$ cat src/rtl/picoblaze_io_pkg.sv
// Shared PicoBlaze I/O definitions: port-ID map, IRQ controller FSM encoding
// and the priority helper used by the interrupt controller.
package picoblaze_io_pkg;

  // Port map shared with the top-level switch/LED decode
  localparam logic [7:0] SW_PORT       = 8'h00;
  localparam logic [7:0] LED_PORT      = 8'h01;
  localparam logic [7:0] IRQ_MASK_PORT = 8'h10;
  localparam logic [7:0] IRQ_PEND_PORT = 8'h11;
  localparam logic [7:0] IRQ_ID_PORT   = 8'h12;
  localparam logic [7:0] IRQ_EOI_PORT  = 8'h13;

  localparam logic [1:0] ST_IDLE    = 2'd0;
  localparam logic [1:0] ST_ASSERT  = 2'd1;
  localparam logic [1:0] ST_SERVICE = 2'd2;

  typedef struct packed {
    logic       in_service;
    logic [3:0] zero;
    logic [2:0] cur_id;
  } irq_id_reg_t;

  // Index of the lowest set bit; 0 when nothing is set.
  function automatic logic [2:0] lowest_set(input logic [7:0] v);
    logic [2:0] r;
    r = '0;
    for (int i = 7; i >= 0; i--) begin
      if (v[i]) r = 3'(i);
    end
    return r;
  endfunction

endpackage

$ cat src/rtl/irq_edge_sync.sv
// One interrupt source: 2-FF synchronizer followed by a history flop, giving a
// single-cycle pulse on each synchronized rising edge.
module irq_edge_sync (
  input  logic clk,
  input  logic reset_n,
  input  logic async_i,
  output logic pulse_o
);

  logic sync1_q;
  logic sync2_q;
  logic hist_q;

  always_ff @(posedge clk or negedge reset_n) begin
    if (!reset_n) begin
      sync1_q <= 1'b0;
      sync2_q <= 1'b0;
      hist_q  <= 1'b0;
    end else begin
      sync1_q <= async_i;
      sync2_q <= sync1_q;
      hist_q  <= sync2_q;
    end
  end

  assign pulse_o = sync2_q & ~hist_q;

endmodule

$ cat src/rtl/picoblaze_irq_ctrl.sv
// kcpsm6 interrupt controller: edge capture, masked pending set, lowest-index
// priority, IRQ handshake FSM and port-bus register file.
module picoblaze_irq_ctrl
  import picoblaze_io_pkg::*;
#(
  parameter int         NUM_SRC   = 8,
  parameter logic [7:0] MASK_PORT = IRQ_MASK_PORT,
  parameter logic [7:0] PEND_PORT = IRQ_PEND_PORT,
  parameter logic [7:0] ID_PORT   = IRQ_ID_PORT,
  parameter logic [7:0] EOI_PORT  = IRQ_EOI_PORT
) (
  input  logic               clk,
  input  logic               reset_n,
  input  logic [NUM_SRC-1:0] src,
  input  logic [7:0]         port_id,
  input  logic [7:0]         out_port,
  input  logic               write_strobe,
  output logic               interrupt,
  input  logic               interrupt_ack,
  output logic [7:0]         rd_data,
  output logic               rd_hit,
  output logic [1:0]         dbg_state
);

  // Handshake: interrupt is a registered level raised in ASSERT; the core
  // answers with a one-cycle interrupt_ack, after which the service window
  // stays open until software writes EOI_PORT.

  logic [NUM_SRC-1:0] evt;
  logic [NUM_SRC-1:0] mask_q, mask_d;
  logic [NUM_SRC-1:0] pend_q, pend_d;
  logic [NUM_SRC-1:0] clr_bits;
  logic [NUM_SRC-1:0] active;
  logic [7:0]         active8, mask8, pend8;
  logic [2:0]         winner;
  logic               any_active;
  logic [2:0]         cur_id_q, cur_id_d;
  logic [1:0]         state_q, state_d;
  logic               irq_q, irq_d;
  logic               wr_mask, wr_pend, wr_eoi;
  irq_id_reg_t        id_reg;

  for (genvar g = 0; g < NUM_SRC; g++) begin : g_src
    irq_edge_sync u_sync (
      .clk     (clk),
      .reset_n (reset_n),
      .async_i (src[g]),
      .pulse_o (evt[g])
    );
  end

  assign wr_mask = write_strobe && (port_id == MASK_PORT);
  assign wr_pend = write_strobe && (port_id == PEND_PORT);
  assign wr_eoi  = write_strobe && (port_id == EOI_PORT);

  // A fresh event is ORed in after the clear so it survives a same-cycle W1C.
  always_comb begin
    mask_d   = wr_mask ? out_port[NUM_SRC-1:0] : mask_q;
    clr_bits = wr_pend ? out_port[NUM_SRC-1:0] : '0;
    pend_d   = (pend_q & ~clr_bits) | evt;
  end

  assign active     = pend_q & mask_q;
  assign any_active = |active;

  always_comb begin
    active8 = '0;
    mask8   = '0;
    pend8   = '0;
    active8[NUM_SRC-1:0] = active;
    mask8[NUM_SRC-1:0]   = mask_q;
    pend8[NUM_SRC-1:0]   = pend_q;
  end

  assign winner = lowest_set(active8);

  always_comb begin
    state_d  = state_q;
    irq_d    = irq_q;
    cur_id_d = cur_id_q;
    case (state_q)
      ST_IDLE: begin
        if (any_active) begin
          state_d  = ST_ASSERT;
          irq_d    = 1'b1;
          cur_id_d = winner;
        end
      end
      ST_ASSERT: begin
        // Ack wins over a same-cycle withdrawal.
        if (interrupt_ack) begin
          state_d = ST_SERVICE;
          irq_d   = 1'b0;
        end else if (!any_active) begin
          state_d = ST_IDLE;
          irq_d   = 1'b0;
        end
      end
      ST_SERVICE: begin
        irq_d = 1'b0;
        if (wr_eoi) state_d = ST_IDLE;
      end
      default: begin
        state_d = ST_IDLE;
        irq_d   = 1'b0;
      end
    endcase
  end

  always_ff @(posedge clk or negedge reset_n) begin
    if (!reset_n) begin
      mask_q   <= '0;
      pend_q   <= '0;
      cur_id_q <= '0;
      state_q  <= ST_IDLE;
      irq_q    <= 1'b0;
    end else begin
      mask_q   <= mask_d;
      pend_q   <= pend_d;
      cur_id_q <= cur_id_d;
      state_q  <= state_d;
      irq_q    <= irq_d;
    end
  end

  always_comb begin
    id_reg.in_service = (state_q == ST_SERVICE);
    id_reg.zero       = '0;
    id_reg.cur_id     = cur_id_q;
  end

  // Read data is zero off-hit so the top level can OR it into in_port.
  always_comb begin
    rd_data = '0;
    rd_hit  = 1'b0;
    case (port_id)
      MASK_PORT: begin
        rd_data = mask8;
        rd_hit  = 1'b1;
      end
      PEND_PORT: begin
        rd_data = pend8;
        rd_hit  = 1'b1;
      end
      ID_PORT: begin
        rd_data = id_reg;
        rd_hit  = 1'b1;
      end
      EOI_PORT: begin
        rd_hit  = 1'b1;
      end
      default: begin
        rd_data = '0;
        rd_hit  = 1'b0;
      end
    endcase
  end

  assign interrupt = irq_q;
  assign dbg_state = state_q;

endmodule

$ cat config.mk
export PLATFORM = sky130hd
export DESIGN_NAME = picoblaze_irq_ctrl
export DESIGN_NICKNAME = d
export VERILOG_FILES = /design/src/rtl/picoblaze_io_pkg.sv /design/src/rtl/irq_edge_sync.sv /design/src/rtl/picoblaze_irq_ctrl.sv
export SDC_FILE = /design/constraint.sdc
export NUM_CORES = 1
export LEC_CHECK = 0
export BUFFER_PORTS_ARGS = -buffer_cell sky130_fd_sc_hd__buf_4
export CORE_UTILIZATION = 56
export CTS_BUF_LIST = sky130_fd_sc_hd__clkbuf_16
export CTS_CLUSTER_SIZE = 28
export DETAILED_ROUTE_END_ITERATION = 10
export GPL_TIMING_DRIVEN = 1
export HOLD_SLACK_MARGIN = 0.1
export PLACE_DENSITY_LB_ADDON = 0.12
export REMOVE_ABC_BUFFERS = 1
export SLEW_MARGIN = 10
export SYNTH_ARGS = -nofsm -noshare
export SYNTH_HDL_FRONTEND = slang
export SYNTH_SLANG_ARGS = --single-unit
$ cat constraint.sdc
create_clock -name clk -period 2.1 [get_ports clk]
set_input_delay 0.21 -clock clk [delete_from_list [all_inputs] [get_ports clk]]
set_output_delay 0.21 -clock clk [all_outputs]
set_load 0.02 [all_outputs]
# Word level (Yosys, flattened, before mapping)
# Index checks and enable logic that the tools add are counted.
dict set report op_classes {
  bitwise_logic 20
  muxes 20
  n_reduce_logical 9
  eq_ne 9
}
# op count
set op_table {}
lappend op_table {{$eq 8x5->1 const B} 4}
lappend op_table {{$mux 3} 8}
lappend op_table {{$pmux 8 s3} 1}
lappend op_table {{$and 8x8->8} 2}
lappend op_table {{$and 1x1->1} 8}
lappend op_table {{$mux 2} 4}
lappend op_table {{$mux 8} 1}
lappend op_table {{$not 1->1} 8}
lappend op_table {{$not 8->8} 1}
lappend op_table {{$or 8x8->8} 1}
lappend op_table {{$reduce_or 8->1} 1}
lappend op_table {{$pmux 2 s3} 1}
lappend op_table {{$mux 1} 4}
lappend op_table {{$ne 2x2->1 const B} 2}
lappend op_table {{$reduce_and 2->1} 2}
lappend op_table {{$reduce_or 4->1} 1}
lappend op_table {{$logic_and 1x1->1} 3}
lappend op_table {{$ne 3x3->1 const B} 1}
lappend op_table {{$reduce_and 3->1} 1}
lappend op_table {{$eq 2x1->1 const B} 1}
lappend op_table {{$eq 2x2->1 const B} 1}
lappend op_table {{$logic_not 2->1} 1}
lappend op_table {{$pmux 1 s2} 1}
dict set report word_totals {
  reg_bits 46
  output_inout_bits 12
  input_bits 28
}

# Depth between registers and ports, before layout
# Gate-level depths: netlist (run 1).
dict set report logic_depth {
  ltp_word 9
  ltp_mapped 5
}

# By module
# From an unflattened synthesis (run 1), not the netlist that was laid out.
dict set report hier_totals {
  hier_cells 149
  area_unflattened_um2 1878.1
}
# module n_inst seq_area_each_um2 cells_per_inst area_per_inst_um2
set modules_own_cells {}
lappend modules_own_cells {picoblaze_irq_ctrl 1 550.5 117 1167.4}
lappend modules_own_cells {irq_edge_sync 8 75.1 4 88.8}

# Worst setup path before layout (run 1)
# No wires, ideal clock.
dict set report synth_path {
  path_kind {input -> register}
  start {in port_id[5]}
  end {reg mask_q[0], in the netlist mask8[0]}
  required_ns 1.975
  n_path_buf 1
  path_slack_ns 0.079
  stages 5
  t_arrival_ns 1.896
  path_cell_list {or4b_4 or3_1 buf_6 nor3b_4 mux2_2}
}
dict set report synth_via {
  elab_chain_cells 2
}
# item line
set synth_lines {}
lappend synth_lines {{from (decl)} picoblaze_irq_ctrl.sv:15} ;# input logic [7:0] port_id,
lappend synth_lines {{$eq 8x5->1} picoblaze_irq_ctrl.sv:52} ;# assign wr_mask = write_strobe && (port_id == MASK_PORT);
lappend synth_lines {{$logic_and 1x1->1} picoblaze_irq_ctrl.sv:52}
lappend synth_lines {{to (signal assigned)} picoblaze_irq_ctrl.sv:118} ;# mask_q <= mask_d;
lappend synth_lines {{to (decl)} picoblaze_irq_ctrl.sv:30} ;# logic [NUM_SRC-1:0] mask_q, mask_d;
# Every way passes these cells.
# A chain may end at the register's enable or synchronous reset.

# Final worst setup path (run 1)
dict set report layout_path {
  start {in port_id[5]}
  end {out rd_data[3]}
}
dict set report layout_via {
  elab_chain_cells 2
  word_cells_on_any_way 4
  cone_classes {eq/ne (3); mux (1)}
}
# item line
set layout_lines {}
lappend layout_lines {{$eq 8x5->1} picoblaze_irq_ctrl.sv:136} ;# case (port_id)
lappend layout_lines {{$pmux 8 s3 *} picoblaze_irq_ctrl.sv:136}
lappend layout_lines {{to (decl)} picoblaze_irq_ctrl.sv:20} ;# output logic [7:0] rd_data,
# Every way passes the cells marked *; elsewhere a longest branch is shown, timed or not.

==> key figures, run 1 <==
Logic synthesis
  • Warnings from Yosys: 0
  • Mapped cell area: 1810 sq um
  • Post-synth ARST share: 100%
  • Post-synthesis cell type count: 26
  • Synth top area cells: dfrtp_1 (64%), mux2_2 (5.6%), mux2i_1 (4.4%)
  • Post-synth top area cell: dfrtp_1
  • Avg Inst Size Synth: 12.2 sq um
  • Synthesized instance count: 149
  • Flop and latch count out of synthesis: 46
  • Most common cell in the netlist: dfrtp_1
  • Top_reg_cell synth: dfrtp_1
  • Seq/Total Area, Yosys: 63.5%
  • Yosys top cell area share: 63.5%
  • Top cells by count, synth: dfrtp_1 (46), nand2_1 (18), nor2_1 (12)
  • EDFF count, synth: 0

Place
  • PortBufs: 39
  • GP Congestion: 0.832
  • Detail Placement HPWL: 2590 microns
  • Placed cell areas: 2160 sq um

STA
  • Upper clock frequency limit: 0.517 GHz
  • Setup TNS: 0 ps
  • RSZ-0062 raised after global routing: false
  • Final worst path period need: 1940 ps
  • Final Max Slew Viols: 0
  • Max_slew headroom: 62.6%
  • Fin crit share: 92.2%
  • Final hold vios: 0
  • Final Setup Violations: 0
  • Tightest Pin Transition: 561 ps
  • Worst-case clock skew: 2.98 ps

Pwr
  • Power per cell area: 877 nW/um^2
  • Worst IR Drop VDD: 0.650 mV
  • Lkg Pwr: 1.18 nW

Layout
  • # diodes: 0
  • Layout cell share with drive strength beyond 1: 29.9%
  • Post-route design area: 2400 sq um
  • Syn-to-layout area delta: 32.3%
  • Fill cells: 190
  • Net count, final: 231

Worst setup path
  • Worst path top cell family by delay: simple AND/OR/NAND/NOR gates
  • CP Capture Type: output port
  • Type of origin of the critical path: input port
  • Buf+Inv Stages, Crit Path: 3
  • Max FO, Critical Path: 4
  • Crit-path max cell delay: 540 ps
  • CP cell instances: buf_4 > or4b_4 > or3_1 > buf_4 > nor2_1 > buf_4
  • Setup Crit Path Kind: in2out
  • Critical Path RT: 1890 ps
  • Critical Path AT: 1730 ps
  • Most used cell, CP: buf_4
  • Crit-path slowest cell: or4b_4

Floorplanning
  • Die Y: 58.9 microns
  • Core area: 3050 sq um
  • Die width: 58.9 microns
  • DIE AREA: 3470 sq um
  • Initial Util: 59.3%
  • Io pins: 40
  • Rows: 20

Routing
  • Via count: 1332
  • WL final: 3690 microns
  • DRC viols: 0
  • Routed vias/inst: 5.37
  • DRT iter0 DRCs: 62
  • DRT antenna net count: 0
  • DRT Pass-1 Iters: 4
  • Routed length per instance: 14.9 microns

Hold path
  • Worst hold path class: in2reg

Global route
  • Total routing usage reported by global routing: 24.4%
  • Initial antenna violation count: 0
  • Vias in the first global route: 1361
  • Largest net degree at the start of global routing: 47
  • Congestion Overflow GR: 0
  • Global-route wire length before repair: 6130 microns

Clock tree
  • CTS tree: yes
  • Sink Count: 46
  • H-tree depth: 2
  • Resize count post-CTS: 0
  • Clock Latency Late Sink: 280 ps
  • Total CTS buffers: 5
  • Max Buffers Root-to-Sink: 2
  • Clock transition at path regs: 60 ps
  • CTS Root Cell: clkbuf_16
  • Post-CTS Setup Bufs: 0

Status
  • Outcome: finished clean

Run
  • Max-capacitance violation count: 0
==> power by group <==
group	total [W]	switching, W	internal [W]
logic	0.000328	0.000173	0.000155
clock network	0.000742	0.000306	0.000436
registers	0.00103	0.0000609	0.000970
total	0.00210	0.000540	0.00156
==> metrics by stage <==
stage | hold WS [ps] | cells | total power [W] | setup slack [ps] | util, %
2_1_floorplan | -85.6 | 145 | 0.00120 | 99.6 | -
3_3_place_gp | 224 | 231 | 0.00133 | 40.5 | 70.9
3_5_place_dp | 236 | 231 | 0.00136 | 2.24 | 70.9
4_1_cts | 169 | 248 | 0.00212 | 183 | 78.5
5_1_grt | 173 | 248 | 0.00219 | 125 | 78.5
6_report | 173 | 248 | 0.00210 | 165 | 78.5
==> per-layer routing <==
layer	vias to the layer above	GRT usage, %	wire [microns]
li1	627	-	-
met5	-	0	0
met3	8	7.25	235
met1	646	30.4	1570
met2	51	40.3	1820
met4	0	9.52	69
==> worst reg2reg max path, delay by kind of cell (launching register included) <==
family          cells  cell delay, ps
mux                 1             330
compound gates      1             360
simple gates        2             360
flops               1             410
==> flip-flops by register name, indices dropped and copies added (netlist names) <==
name	cells
g_src.u_sync.sync2_q	8
mask8	8
dbg_state	2
cur_id_q	3
interrupt	1
g_src.u_sync.sync1_q	8
g_src.u_sync.hist_q	8
pend8	8
==> placed cells by master, fill, tap and decap left out, drive strengths merged <==
cell type    instances
inv                 12
mux2                 9
mux2i                8
buf                 42
or4b                 1
a2bb2oi              1
clkbuf               5
a21oi                7
clkinv               1
a22oi                4
nor2b                2
or2                  2
o211ai               1
dfrtp               46
nor3b                1
and3b                1
a32oi                1
nand2               18
nand4                2
dlygate4sd3          9
nand3                3
o21ai                5
nand3b               1
a22o                 8
or3                  1
nor2                12
nor4                 1
==> path summary, 6_finish.rpt <==
check                                         from                 endpoint  slack, ps  cells past startpoint
min in group asynchronous                  reset_n                 pend8[7]        460                      2
max in group asynchronous                  reset_n  g_src[3].u_sync.sync2_q       1250                      2
hold reg to reg            g_src[5].u_sync.sync1_q  g_src[5].u_sync.sync2_q        350                      0
hold / removal                         out_port[4]                 mask8[4]        170                      2
setup / recovery                        port_id[5]               rd_data[3]        160                      6
setup reg to reg                          mask8[2]              cur_id_q[0]        520                      4
==> final cells by class <==
type	instances	area [sq um]	share of cell area, %
clock buffers	5	125	5.22
clock inverters	3	16.3	0.679
inverters	10	37.5	1.57
multi-input cells	89	593	24.8
flip-flops and latches	46	1150	48.0
well taps	44	55.1	2.30
repair buffers	51	418	17.4
==> what timing repair did <==
item,in CTS,in global routing
hold buffers,9,0
hold endpoints to repair,54,0
endpoints found under the setup margin,0,0
==> cell families (layout without fill, tap and decap cells) <==
group           Yosys count  in the layout  share of synthesized area, %
buf+inv                  14             69                          3.73
mux                      17             17                          10.0
simple gates             45             45                          12.5
flops                    46             46                          63.5
compound gates           27             27                          10.2
(Power assumes the default switching activity.)
==> run 2: changes to the inputs <==
--- a/config.mk
+++ b/config.mk
@@ -13,6 +13,7 @@
 export GPL_TIMING_DRIVEN = 1
 export HOLD_SLACK_MARGIN = 0.1
 export PLACE_DENSITY_LB_ADDON = 0.12
+export RECOVER_POWER = 25
 export REMOVE_ABC_BUFFERS = 1
 export SLEW_MARGIN = 10
 export SYNTH_ARGS = -nofsm -noshare
==> key figures, run 2 (synthesized netlist as in run 1, its figures left out) <==
Pwr
  • Clock power frac: 35.4% (about the same)
  • Gate power share: 15.5% (about the same)
  • Worst IR Drop VDD: 0.644 mV (-0.95%)
  • Switch share: 25.8% (+0.061 points)
  • Internal Pwr Total: 0.00156 W (about the same)
  • Switch Pwr: 0.000541 W (+0.23%)
  • Power per cell area: 878 nW/um^2 (about the same)
  • Share of power burned in registers: 49.1% (about the same)
  • Lkg Pwr: 1.18 nW (-0.19%)

Routing
  • WL final: 3680 microns (-0.38%)
  • Routed length per instance: 14.8 microns (-0.38%)
  • DRT antenna net count: 0 (unchanged)
  • Routed vias/inst: 5.39 (+0.30%)
  • DRT iter0 DRCs: 68 (+9.7%)
  • DRC viols: 0 (unchanged)
  • Via count: 1336 (+0.30%)
  • DRT Pass-1 Iters: 4 (unchanged)

Clock tree
  • CTS tree: yes
  • Sink Count: 46 (unchanged)
  • H-tree depth: 2 (unchanged)
  • Clock Latency Late Sink: 280 ps (about the same)
  • Max Buffers Root-to-Sink: 2 (unchanged)
  • Total CTS buffers: 5 (unchanged)
  • Clock transition at path regs: 60 ps (about the same)
  • CTS Root Cell: clkbuf_16
  • Resize count post-CTS: 0 (unchanged)

Global route
  • Congestion Overflow GR: 0 (unchanged)
  • Total routing usage reported by global routing: 24.4% (unchanged)
  • Initial antenna violation count: 0 (unchanged)
  • Global-route wire length before repair: 6130 microns (unchanged)
  • Largest net degree at the start of global routing: 47 (unchanged)
  • Vias in the first global route: 1361 (unchanged)

Worst setup path
  • Type of origin of the critical path: input port
  • Buf+Inv Stages, Crit Path: 3 (unchanged)
  • Stages on the worst setup path: 6 (unchanged)
  • Setup Crit Path Kind: in2out
  • Reg-to-reg setup timing slack: 530 ps (about the same)
  • Critical Path AT: 1720 ps (about the same)
  • Critical Path RT: 1890 ps (about the same)
  • Worst path top cell family by delay: simple AND/OR/NAND/NOR gates
  • Worst R2R Path Depth: 4 (unchanged)
  • Max FO, Critical Path: 4 (unchanged)
  • CP Capture Type: output port
  • Crit-path max cell delay: 540 ps (about the same)
  • CP cell instances: buf_4 > or4b_4 > or3_1 > buf_4 > nor2_1 > buf_4
  • Most used cell, CP: buf_4
  • Crit-path slowest cell: or4b_4

STA
  • Final Setup Violations: 0 (unchanged)
  • Final Worst Setup Slack: 169 ps (+4.45 ps)
  • RSZ-0062 raised after global routing: false
  • Final hold vios: 0 (unchanged)
  • Tightest Pin Transition: 1080 ps (+517 ps)
  • Final Max Slew Viols: 0 (unchanged)
  • Final hold slack: 172 ps (-0.879 ps)
  • Setup TNS: 0 ps (unchanged)
  • Fin crit share: 91.9% (-0.21 points)
  • Final worst path period need: 1930 ps (-4.45 ps)
  • Max_slew headroom: 28.1% (-34 points)
  • Upper clock frequency limit: 0.518 GHz (+0.23%)
  • Worst-case clock skew: 4.13 ps (+1.16 ps)

Floorplanning
  • DIE AREA: 3470 sq um (unchanged)
  • Die width: 58.9 microns (unchanged)
  • Initial Util: 59.3% (unchanged)
  • Io pins: 40 (unchanged)
  • Rows: 20 (unchanged)
  • Core area: 3050 sq um (unchanged)
  • Die Y: 58.9 microns (unchanged)

Hold path
  • Worst hold path class: in2reg
  • Worst Hold Depth: 2 (unchanged)

Layout
  • Commonest cells after routing, fill and taps aside: dfrtp_1 (46), buf_4 (32), nand2_1 (18)
  • Commonest non-fill, non-tap cell in the layout: dfrtp_1
  • Fill cells: 191 (+0.53%)
  • # diodes: 0 (unchanged)
  • Layout cell share with drive strength beyond 1: 29.9% (unchanged)
  • Syn-to-layout area delta: 32.1%
  • Non-filler cells, final: 248 (unchanged)
  • Net count, final: 231 (unchanged)

Place
  • Placed cells: 231 (unchanged)
  • Post-place setup slack: 2.24 ps (unchanged)
  • GP Congestion: 0.832 (unchanged)
  • PortBufs: 39 (unchanged)
  • Detail Placement HPWL: 2590 microns (unchanged)

Status
  • Outcome: finished clean

Run
  • Max-capacitance violation count: 0 (unchanged)
==> run 2: through the flow <==
step / cell area (sq um) / power (W) / utilization (%)
floorplan: 1780 / 0.00120 / -
global placement: 2160 / 0.00133 / 70.9
detailed placement: 2160 / 0.00136 / 70.9
CTS: 2400 / 0.00212 / 78.5
global route: 2390 / 0.00219 / 78.4
finish: 2390 / 0.00210 / 78.4
==> run 2: what timing repair did <==
action / in CTS / in global routing
setup buffers: 0 / 0
hold buffers: 9 / 0
endpoints found under the hold margin: 54 / 0
==> run 2: power by group through the flow <==
stage / registers [W] / logic [W] / clock network [W]
after floorplan: 0.00105 / 0.000146 / 0
after global placement: 0.00103 / 0.000293 / 0
after detailed placement: 0.00105 / 0.000313 / 0
after CTS: 0.00103 / 0.000330 / 0.000756
after global routing: 0.00104 / 0.000361 / 0.000790
final: 0.00103 / 0.000326 / 0.000743
==> run 2: layout make-up <==
class                      instances  area (sq um)  area share (%)
clock buffer                       5           125            5.23
sequential                        46          1150            48.1
timing repair buffer              51           415            17.4
multi-input combinational         89           593            24.8
tap                               44          55.1            2.30
clock inverter                     3          16.3           0.680
inverter                          10          37.5            1.57
==> run 2: path summary, 6_finish.rpt <==
path                                               from                       to
worst max register to register                 pend8[2]              cur_id_q[0]
worst min register to register  g_src[5].u_sync.sync1_q  g_src[5].u_sync.sync2_q
min in group asynchronous                       reset_n                 pend8[7]
max in group asynchronous                       reset_n                 pend8[0]
worst min-delay path                        out_port[4]                 mask8[4]
worst max-delay path                         port_id[5]               rd_data[3]
==> run 2: per-layer routing <==
| layer | routed length (microns) | GRT usage (%) | up-vias |
|---|---|---|---|
| met1 | 1600 | 30.4 | 648 |
| li1 | - | - | 629 |
| met5 | 0 | 0 | - |
| met4 | 69 | 9.52 | 0 |
| met2 | 1780 | 40.3 | 51 |
| met3 | 228 | 7.25 | 8 |
